[src/rtl/wb_hyperram_arb_pkg.sv]
// Shared types and defaults for the two-master HyperRAM Wishbone arbiter.
// Holds the FSM state enum, the master count and the default bus sizes.
package wb_hyperram_arb_pkg;

    localparam int NUM_MASTERS            = 2;
    localparam int DEFAULT_AW             = 32;
    localparam int DEFAULT_DW             = 32;
    localparam int DEFAULT_TIMEOUT_CYCLES = 255;

    typedef enum logic [1:0] {
        IDLE = 2'd0,
        OWN0 = 2'd1,
        OWN1 = 2'd2
    } arb_state_e;

    function automatic logic [NUM_MASTERS-1:0] grant_of(arb_state_e s);
        logic [NUM_MASTERS-1:0] g;
        g = '0;
        if (s == OWN0) g = 2'b01;
        else if (s == OWN1) g = 2'b10;
        return g;
    endfunction

endpackage

[src/rtl/wb_hyperram_arb_rr_pick.sv]
// Combinational round-robin pick: scans requesters starting just after the
// previous winner and returns a one-hot grant plus a valid flag.
module wb_hyperram_arb_rr_pick
    import wb_hyperram_arb_pkg::*;
#(
    parameter int N = NUM_MASTERS
) (
    input  logic [N-1:0]                         req_i,
    input  logic [((N > 1) ? $clog2(N) : 1)-1:0] last_i,
    output logic [N-1:0]                         gnt_o,
    output logic                                 valid_o
);

    localparam int LW = (N > 1) ? $clog2(N) : 1;

    logic [LW-1:0] idx;

    always_comb begin
        gnt_o   = '0;
        valid_o = 1'b0;
        idx     = '0;
        for (int unsigned k = 1; k <= N; k++) begin
            idx = LW'((int'(last_i) + k) % N);
            if (!valid_o && req_i[idx]) begin
                gnt_o[idx] = 1'b1;
                valid_o    = 1'b1;
            end
        end
    end

endmodule

[src/rtl/wb_hyperram_arbiter.sv]
// Two-master Wishbone classic arbiter in front of the HyperRAM slave; the
// grant is held for a whole cyc. Optional watchdog: WB_HYPERRAM_ARB_TIMEOUT_EN.
module wb_hyperram_arbiter
    import wb_hyperram_arb_pkg::*;
#(
    parameter int AW             = DEFAULT_AW,
    parameter int DW             = DEFAULT_DW,
    parameter int TIMEOUT_CYCLES = DEFAULT_TIMEOUT_CYCLES
) (
    input  logic                            wb_clk_i,
    input  logic                            wb_rst_i,
    input  logic [NUM_MASTERS-1:0]          m_cyc_i,
    input  logic [NUM_MASTERS-1:0]          m_stb_i,
    input  logic [NUM_MASTERS-1:0]          m_we_i,
    input  logic [NUM_MASTERS*(DW/8)-1:0]   m_sel_i,
    input  logic [NUM_MASTERS*AW-1:0]       m_adr_i,
    input  logic [NUM_MASTERS*DW-1:0]       m_dat_i,
    output logic [DW-1:0]                   m_dat_o,
    output logic [NUM_MASTERS-1:0]          m_ack_o,
    output logic [NUM_MASTERS-1:0]          m_err_o,
    output logic                            s_cyc_o,
    output logic                            s_stb_o,
    output logic                            s_we_o,
    output logic [DW/8-1:0]                 s_sel_o,
    output logic [AW-1:0]                   s_adr_o,
    output logic [DW-1:0]                   s_dat_o,
    input  logic [DW-1:0]                   s_dat_i,
    input  logic                            s_ack_i,
    output logic [NUM_MASTERS-1:0]          grant_o,
    output logic                            busy_o
);

    localparam int SW = DW / 8;

    arb_state_e             state_q, state_d;
    logic                   last_grant_q, last_grant_d;
    logic [NUM_MASTERS-1:0] grant_q, grant_d;
    logic [NUM_MASTERS-1:0] pick_gnt;
    logic                   pick_valid;
    logic                   pick_is1;
    logic                   owned;
    logic                   owner;
    logic                   own_stb;
    logic                   tmo_fire;

    wb_hyperram_arb_rr_pick #(
        .N (NUM_MASTERS)
    ) u_pick (
        .req_i   (m_cyc_i),
        .last_i  (last_grant_q),
        .gnt_o   (pick_gnt),
        .valid_o (pick_valid)
    );

    assign pick_is1 = (pick_gnt == 2'b10);
    assign owned    = (state_q != IDLE);
    assign owner    = (state_q == OWN1);
    assign own_stb  = owned & m_cyc_i[owner] & m_stb_i[owner];

`ifdef WB_HYPERRAM_ARB_TIMEOUT_EN
    localparam int CW = $clog2(TIMEOUT_CYCLES + 1);

    logic [CW-1:0] wdog_q, wdog_d;

    // An ack in the firing cycle rescues the transfer, so it masks the timeout.
    assign tmo_fire = owned & ~s_ack_i & (wdog_q == CW'(TIMEOUT_CYCLES));

    always_comb begin
        wdog_d = wdog_q;
        if (!owned || s_ack_i || tmo_fire) wdog_d = '0;
        else if (own_stb)                  wdog_d = wdog_q + 1'b1;
    end

    always_comb begin
        m_err_o = '0;
        if (tmo_fire) m_err_o[owner] = 1'b1;
    end
`else
    logic unused_timeout;

    assign tmo_fire       = 1'b0;
    assign m_err_o        = '0;
    assign unused_timeout = (TIMEOUT_CYCLES == 0);
`endif

    always_comb begin
        state_d      = state_q;
        last_grant_d = last_grant_q;
        unique case (state_q)
            IDLE: begin
                if (pick_valid) begin
                    state_d      = pick_is1 ? OWN1 : OWN0;
                    last_grant_d = pick_is1;
                end
            end
            OWN0, OWN1: begin
                if (!m_cyc_i[owner] || tmo_fire) begin
                    state_d      = IDLE;
                    last_grant_d = owner;
                end
            end
            default: state_d = IDLE;
        endcase
        grant_d = grant_of(state_d);
    end

    always_ff @(posedge wb_clk_i) begin
        if (wb_rst_i) begin
            state_q      <= IDLE;
            last_grant_q <= 1'b1;
            grant_q      <= '0;
`ifdef WB_HYPERRAM_ARB_TIMEOUT_EN
            wdog_q       <= '0;
`endif
        end else begin
            state_q      <= state_d;
            last_grant_q <= last_grant_d;
            grant_q      <= grant_d;
`ifdef WB_HYPERRAM_ARB_TIMEOUT_EN
            wdog_q       <= wdog_d;
`endif
        end
    end

    always_comb begin
        s_cyc_o = 1'b0;
        s_stb_o = 1'b0;
        s_we_o  = 1'b0;
        s_sel_o = '0;
        s_adr_o = '0;
        s_dat_o = '0;
        m_ack_o = '0;
        if (owned) begin
            s_cyc_o        = m_cyc_i[owner] & ~tmo_fire;
            s_stb_o        = own_stb & ~tmo_fire;
            s_we_o         = m_we_i[owner];
            s_sel_o        = m_sel_i[int'(owner)*SW +: SW];
            s_adr_o        = m_adr_i[int'(owner)*AW +: AW];
            s_dat_o        = m_dat_i[int'(owner)*DW +: DW];
            m_ack_o[owner] = s_ack_i;
        end
    end

    assign m_dat_o = s_dat_i;
    assign grant_o = grant_q;
    assign busy_o  = owned;

endmodule
[config.mk]
export PLATFORM = sky130hd
export DESIGN_NAME = wb_hyperram_arbiter
export DESIGN_NICKNAME = d
export VERILOG_FILES = /design/src/rtl/wb_hyperram_arb_pkg.sv /design/src/rtl/wb_hyperram_arb_rr_pick.sv /design/src/rtl/wb_hyperram_arbiter.sv
export SDC_FILE = /design/constraint.sdc
export NUM_CORES = 1
export LEC_CHECK = 0
export ABC_AREA = 1
export CAP_MARGIN = 15
export CORE_AREA = 2 2 110 112
export DETAILED_ROUTE_END_ITERATION = 12
export DIE_AREA = 0 0 112 114
export PLACE_DENSITY = 0.58
export REMOVE_ABC_BUFFERS = 1
export SYNTH_ARGS = -nofsm -noshare
export SYNTH_HDL_FRONTEND = slang
export SYNTH_SLANG_ARGS = --single-unit
[constraint.sdc]
create_clock -name wb_clk_i -period 1.4 [get_ports wb_clk_i]
set_input_delay 0.21 -clock wb_clk_i [delete_from_list [all_inputs] [get_ports wb_clk_i]]
set_output_delay 0.21 -clock wb_clk_i [all_outputs]
set_load 0.01 [all_outputs]
==> flow_metrics.py, run 1 <==
metrics = {
    "placed_design": {
        "place_congestion": 0.840,
        "pre_cts_ws_ns": -0.603,
        "io_buffers": 220,
        "place_hpwl_um": 8730,
    },
    "drt": {
        "wl_per_cell_um": 18.5,
        "via_per_inst": 4.29,
        "route.vias.total": 2972,
        "met3_length_um": 1900,
        "drc": 0,
        "first_pass_iters": 4,
        "wl_met2_um": 5590,
        "ant_nets": 0,
        "drtIter0Drc": 105,
        "m1WireLength_um": 5130,
        "highest-signal-layer": "met5",
        "wirelength_um": 12800,
    },
    "worst_setup_path": {
        "crit_fanout": 9,
        "critPathLaunchType": "flip-flop",
        "startpoint": "state_q[0]$_SDFF_PP0_",
        "rrSetupSlack_ns": -0.04,
        "path_cells": "inv_4 > ha_4 > buf_6 > buf_16 > o21ai_1 > nor2_1 > buf_2",
        "worst_path_max_delay_cell": "dfxtp_2",
        "slowest_delay_ns": 0.32,
        "rr_startpoint": "state_q[1]$_SDFF_PP0_",
        "crit_arrival_ns": 1.55,
        "worst-setup-path-type": "flip-flop to output port",
        "cp.required_ns": 1.19,
        "end_kind": "output port",
    },
    "global_routing": {
        "antenna_found_initial": 0,
        "grt_overflow": 0,
        "grt_start_max_net_pins": 24,
        "grt_pass1_vias": 2945,
        "grt_pass1_wl_um": 17500,
        "grt_usage_pct": 18.1,
    },
    "sta": {
        "rsz0062_at_grt": "yes",
        "fin_crit_sh_pct": 126,
        "setup_tns_ns": -19.78,
        "fmax_mhz": 569,
        "whs_ns": 0.420,
        "setup_viol": 75,
        "layout_setup_ws_ns": -0.358,
        "min_period_ns": 1.76,
        "slew_viol_final": 0,
        "fin_skew_ns": 0.000308,
        "hold_viol_final": 0,
    },
    "pwr": {
        "p_comb_share_pct": 82.4,
        "internal-power_mw": 2.25,
        "switchingPower_mw": 1.48,
        "clkPwrFrac_pct": 12.7,
        "seq_power_share_pct": 4.9,
        "leakage_nw": 2.13,
        "peakVddDrop_v": 0.000574,
        "power_density_nw_per_um2": 809,
        "swShare_pct": 39.7,
    },
    "clocking": {
        "hold_buffers": 0,
        "clock-sinks": 5,
        "htreeDepth": 1,
        "clk_latency_ns": 0.23,
        "root_buffer": "clkbuf_16",
        "cts_tree": "yes",
        "cts.clk_slew.worst_paths_ns": 0.03,
        "cts_buffers": 3,
        "cts_buffer_depth": 2,
    },
    "worst_hold_path": {
        "min_from": "s_dat_i[20]",
        "hp-class": "input pin to output port",
    },
    "synth": {
        "yosys.area.top_type": "nor2_1",
        "yosysSeqAreaShare_pct": 6.24,
        "ys_seq_elements": 5,
        "synth_top_area_share_pct": 33.4,
        "synth.distinct_cells": 21,
        "ys_top_cells_by_area": "nor2_1, buf_4, o21ai_0",
        "syn_area_sq_um": 1610,
        "yosysWarningCount": 0,
        "synth.avg_cell_area_sq_um": 5.00,
        "synthCells": 321,
    },
    "floorplanning": {
        "fp-row-count": 40,
        "die_area_sq_um": 12800,
        "dieWidth_um": 112,
        "start_util_pct": 13.7,
        "ioPinCount": 287,
        "core_sq_um": 11700,
        "die_h_um": 114,
    },
    "finish": {
        "fin_nets": 727,
        "mostFrequentLayoutCells": "clkdlybuf4s50_1, nor2_1, buf_2, o21ai_1, o21ai_2",
        "diodes": 0,
        "fill_cells": 1233,
        "mostFrequentLayoutCell": "clkdlybuf4s50_1",
        "multi_input_area_sq_um": 1360,
        "seq_area_sq_um": 105,
        "areaGrowthSynthToFinish_pct": 187,
        "drive_above_1_share_pct": 37.9,
    },
    "flow_run": {
        "cap_viol_max_count": 0,
    },
    "run_status": {
        "violations": "setup timing",
        "status": "complete, but fails checks",
    },
}
[state kept, by name, indices dropped and copies added, names as in the netlist]
name,flops
last_grant_q,1
state_q,2
grant_o,2
[per-layer routing]
| layer | vias to the layer above | global-route usage (%) |
|---|---|---|
| li1 | 1439 | - |
| met1 | 1310 | 21.5 |
| met2 | 205 | 28.3 |
| met3 | 16 | 11.1 |
| met4 | 2 | 2.36 |
| met5 | - | 4.71 |
[power groups by stage]
stage | Clock [mW] | Sequential, mW | Combinational (mW)
floorplan | 0 | 0.184 | 0.778
global placement | 0 | 0.179 | 2.21
detailed placement | 0 | 0.178 | 2.21
CTS | 0.478 | 0.183 | 2.73
global route | 0.492 | 0.187 | 3.30
finish | 0.472 | 0.184 | 3.08
[final timing paths]
check                                                 end  cells past startpoint
worst max-delay path                           s_dat_o[6]                      7
worst min-delay path                          m_dat_o[20]                      0
worst max register to register  last_grant_q$_SDFFE_PP1P_                     10
worst min register to register  last_grant_q$_SDFFE_PP1P_                      2
[critical path: cells and delay by family, from the launching register on]
kind            cells  cell delay [ns]
buf+inv             4             0.55
simple gates        1             0.16
compound gates      1             0.07
fa+ha+maj           1             0.20
flops               1             0.32
[cell type report]
cell class / instances / share of cell area, %
repair buffers: 277 / 61.0
multi-input cells: 249 / 29.5
well taps: 147 / 3.99
flip-flops and latches: 5 / 2.28
clock buffers: 4 / 1.71
inverters: 11 / 1.44
[timing repair]
action | in CTS | in global routing
resized for setup | 433 | 31
endpoints found under the setup margin | 79 | 79
setup buffers | 15 | 10
cloned | 11 | 5
pin swaps | 30 | 16
[cells by family (layout without fill, tap and decap cells)]
family                     after synthesis  in the layout  share of synthesized area [%]
and+or+nand+nor                        173            173                           42.6
AOI/OAI and AO/OA                       71             71                           22.3
buffers and inverters                   68            292                           26.3
DFF                                      5              5                           6.24
adders and majority gates                3              3                           2.34
other                                    1              2                          0.234
[Yosys cell counts, drive strengths merged]
cell type,count
nor2,143
o21ai,70
buf,51
nand2,22
inv,11
clkbuf,6
nand3,6
dfxtp,5
ha,3
nor3,2
a211oi,1
conb,1
[metrics by stage]
step / total power, mW / std cells / util (%) / cell area [sq um]
after floorplan: 0.962 / 265 / - / 1230
after global placement: 2.39 / 650 / 32.5 / 3810
after detailed placement: 2.39 / 650 / 32.5 / 3810
after CTS: 3.39 / 679 / 36.7 / 4300
after global routing: 3.98 / 693 / 39.4 / 4610
final: 3.73 / 693 / 39.4 / 4610
No activity file was read; power rests on OpenSTA's default activity.
==> run 2: changes to the inputs <==
- CELL_PAD_IN_SITES_DETAIL_PLACEMENT: unset -> 1
- CELL_PAD_IN_SITES_GLOBAL_PLACEMENT: unset -> 2
- CORE_AREA: 2 2 110 112 -> 2 2 130 132
- DIE_AREA: 0 0 112 114 -> 0 0 132 134
- PLACE_DENSITY: 0.58 -> 0.95
==> run 2 against run 1 <==
Compared with the run above: the run still ends with setup timing left; core utilization is 12 points lower; die area is 39% higher; register-to-register slack worse by 0.02 ns; sequential share of layout area hardly changed; non-clock buffer count is 8 lower; clock skew hardly changed; design area is 1.6% lower; routed wire length is 7.3% higher; critical path type unchanged; critical endpoint is now s_dat_o[15].
==> flow_metrics.py, run 2 (synthesis results as in run 1) <==
metrics = {
    "run_status": {
        "status": "complete, but fails checks",
        "violations": "setup timing",
    },
    "clocking": {
        "cts_buffer_depth": 2,
        "htreeDepth": 1,
        "cts.clk_slew.worst_paths_ns": 0.03,
        "cts_buffers": 3,
        "hold_buffers": 0,
        "clk_latency_ns": 0.23,
        "cts_tree": "yes",
        "clock-sinks": 5,
        "root_buffer": "clkbuf_16",
    },
    "finish": {
        "seq_area_sq_um": 105,
        "fill_cells": 2033,
        "mostFrequentLayoutCell": "clkdlybuf4s50_1",
        "fin_util_pct": 27.9,
        "multi_input_area_sq_um": 1330,
        "finalInstanceArea_sq_um": 4540,
        "fin_nets": 719,
        "drive_above_1_share_pct": 35.1,
        "areaGrowthSynthToFinish_pct": 183,
        "diodes": 0,
        "mostFrequentLayoutCells": "clkdlybuf4s50_1, nor2_1, buf_2, o21ai_1",
    },
    "sta": {
        "fin_skew_ns": 0.000669,
        "slew_viol_final": 0,
        "rsz0062_at_grt": "yes",
        "min_period_ns": 1.73,
        "hold_viol_final": 0,
        "setup_viol": 75,
        "fmax_mhz": 579,
        "layout_setup_ws_ns": -0.328,
        "fin_crit_sh_pct": 123,
    },
    "floorplanning": {
        "die_h_um": 134,
        "fp-row-count": 47,
        "core_sq_um": 16300,
        "dieWidth_um": 132,
        "die_area_sq_um": 17700,
        "ioPinCount": 287,
        "start_util_pct": 9.85,
    },
    "drt": {
        "drtIter0Drc": 71,
        "route.vias.total": 2970,
        "first_pass_iters": 4,
        "wl_met2_um": 5930,
        "wirelength_um": 13700,
        "via_per_inst": 3.92,
        "ant_nets": 0,
        "m1WireLength_um": 5890,
        "wl_per_cell_um": 18.1,
        "met3_length_um": 1750,
        "highest-signal-layer": "met5",
        "drc": 0,
    },
    "pwr": {
        "seq_power_share_pct": 5.2,
        "leakage_nw": 2.06,
        "clkPwrFrac_pct": 13.2,
        "internal-power_mw": 2.15,
        "power_density_nw_per_um2": 796,
        "peakVddDrop_v": 0.000304,
        "swShare_pct": 40.4,
        "p_comb_share_pct": 81.7,
        "switchingPower_mw": 1.46,
    },
    "placed_design": {
        "place_congestion": 0.772,
        "dpl_cell_area_sq_um": 3920,
        "pre_cts_ws_ns": -0.616,
        "place_hpwl_um": 9690,
        "io_buffers": 220,
    },
    "global_routing": {
        "grt_pass1_wl_um": 18700,
        "grt_usage_pct": 14.0,
        "grt_overflow": 0,
        "grt_start_max_net_pins": 35,
        "grt_pass1_vias": 3088,
        "antenna_found_initial": 0,
    },
    "worst_setup_path": {
        "crit_arrival_ns": 1.52,
        "end_kind": "output port",
        "critPathLaunchType": "flip-flop",
        "crit_fanout": 17,
        "rrSetupSlack_ns": -0.06,
        "cp.required_ns": 1.19,
        "worst-setup-path-type": "flip-flop to output port",
    },
    "worst_hold_path": {
        "hp-class": "input pin to output port",
    },
    "flow_run": {
        "cap_viol_max_count": 0,
    },
}
-- run 2: repair_timing --
action,CTS,global route
resized for setup,390,40
hold endpoints to repair,0,0
setup endpoints to repair,79,79
buffers inserted,16,4
cloned,8,7
pin swaps,16,19
-- run 2: power by group through the flow --
stage	clock [mW]	sequential (mW)	combinational [mW]
after floorplan	0	0.184	0.778
after global placement	0	0.179	2.25
after detailed placement	0	0.180	2.28
after CTS	0.481	0.185	2.70
after global routing	0.493	0.190	3.18
final	0.475	0.186	2.95
-- run 2: final cells by class --
class | count | share of cell area, %
clock buffer | 4 | 1.74
sequential | 5 | 2.32
tap | 220 | 6.07
timing repair buffer | 269 | 59.2
multi-input combinational | 249 | 29.3
inverter | 11 | 1.35
-- run 2: stage by stage --
| step | total power, mW | setup TNS, ns | cells | hold WS, ns |
|---|---|---|---|---|
| after floorplan | 0.962 | -83.68 | 265 | 0.318 |
| after CTS | 3.36 | -19.67 | 748 | 0.420 |
| after global routing | 3.86 | -25.58 | 758 | 0.420 |
| after detailed placement | 2.46 | -41.05 | 722 | 0.420 |
| after global placement | 2.43 | -39.16 | 722 | 0.420 |
| final | 3.61 | -19.55 | 758 | 0.420 |
-- run 2: critical path, stage by stage (launching register included) --
cell and delay, ns:
dfxtp_2 0.34, inv_4 0.05, ha_4 0.20, inv_8 0.11, buf_12 0.11, buf_16 0.15, nor2_1 0.05, nor2_1 0.11
buf_2 0.14
-- run 2: worst paths after layout --
check,startpoint,end,depth (start not counted)
setup / recovery,state_q[0]$_SDFF_PP0_,s_dat_o[15],8
hold reg to reg,last_grant_q$_SDFFE_PP1P_,last_grant_q$_SDFFE_PP1P_,2
setup reg to reg,state_q[1]$_SDFF_PP0_,last_grant_q$_SDFFE_PP1P_,12
hold / removal,s_dat_i[19],m_dat_o[19],0
-- run 2: routing by layer --
layer	global-route usage, %	up-vias
met5	4.17	-
met4	1.39	2
met3	8.20	12
li1	-	1418
met1	16.7	1365
met2	22.1	173
==> variant, RTL diff (flow settings as in run 2) <==
Make the reset (`wb_rst_i`) asynchronous in one clocked block.
--- a/src/rtl/wb_hyperram_arbiter.sv
+++ b/src/rtl/wb_hyperram_arbiter.sv
@@ -106,3 +106,3 @@
 
-    always_ff @(posedge wb_clk_i) begin
+    always_ff @(posedge wb_clk_i or posedge wb_rst_i) begin
         if (wb_rst_i) begin
Formal check against the unedited RTL: differs if wb_rst_i is asserted again (counterexample within 4 cycles, from zero or initial values and one cycle with wb_rst_i high); with wb_rst_i held inactive, the same outputs for 4 cycles.
==> variant against run 2 <==
  * Count of clock-buffer cells in the layout unchanged
  * Setup slack lost 150 ps
  * Cell area rose by 1.1%
  * Via count rose by 0.61%
  * Register-to-register slack worse by 90 ps
  * Clock skew barely moved
  * The run still ends with negative setup slack left
  * Sequential cell count is the same
  * Global-route usage grew 0.24 points
  * Die area stayed put
  * Wire length is 0.90% lower
  * Synthesized area increased by 0.94%
Power is not compared: it rests on default switching activity, and its combinational part moved more than twofold at a synthesized area within 25%.
==> variant: results (changes against run 2) <==
- Status: finished with violations (unchanged)
- Failing checks: negative setup slack (unchanged)
- Cell depth of the worst flop-to-flop path: 11 (was 12)
- Detailed Route Iter0 Violations: 88 (was 71)
- GRT met3 Usage: 6.42% (was 8.20%)
- Non-clk invs: 13 (was 11)
- Worst setup margin: -473 ps (was -328 ps)
- First-pass GRT wire length: 19.3 mm (was 18.7 mm)
- Grt met1 use: 16.9% (was 16.7%)
- Worst Path Max Fanout: 7 (was 17)
- Share of layout cells above drive strength 1: 40.7% (was 35.1%)
- Multi-input gate area: 1420 um^2 (was 1330 um^2)
- Crit path largest cell delay: 380 ps (was 340 ps)
- Setup violations, final: 79 (was 75)
- Number of fill cells: 2002 (was 2033)
- Total Routing Usage GR: 14.3% (was 14.0%)
- Met2 usage: 23.6% (was 22.1%)
- DP Worst Slack: -719 ps (was -616 ps)
- Via density: 3.94 (was 3.92)
- Post-CTS Setup Inserts: 21 (was 16)
- HPWL after detailed placement: 9.85 mm (was 9.69 mm)
- Worst Skew: 0.362 ps (was 0.669 ps)
- Largest net degree at the start of global routing: 23 (was 35)
- R2r endpoint: state_q[0]$_DFF_PP0_ (was last_grant_q$_SDFFE_PP1P_)
- Worst R2R Setup Slack: -150 ps (was -60 ps)
- Slowest stage cell on the critical path: dfrtp_1 (was dfxtp_2)
- Vias in the first global route: 3244 (was 3088)
- Count of cell types in the netlist: 22 (was 21)
-- variant: cell count changes after synthesis, moves of 2 or more --
cell / run 2 / this run
o21ai_0: 49 / 60
o21ai_1: 21 / 11
buf_2: 16 / 10
clkbuf_2: 5 / 10
dfxtp_1: 5 / 0
dfrtp_1: 0 / 4
nand2_2: 3 / 6
nor2_1: 143 / 140
nand3_1: 4 / 2
nor2_2: 0 / 2
-- variant: stage by stage --
stage	instance area (um^2)	hold slack, ps	util [%]	setup TNS (ps)	cells
after CTS	4350	198	26.7	-31320	751
final	4590	191	28.2	-29110	758
after global placement	3930	420	24.1	-42860	720
after detailed placement	3930	420	24.1	-46280	720
after global routing	4590	243	28.2	-35580	758
after floorplan	1250	-12.2	-	-84070	264
-- variant: logic make-up after synthesis --
family,after synthesis,synth area share (%)
and+or+nand+nor,170,41.3
buffers and inverters,68,25.9
other,1,0.231
AOI/OAI and AO/OA,72,22.4
DFF,5,7.80
adders and majority gates,3,2.32
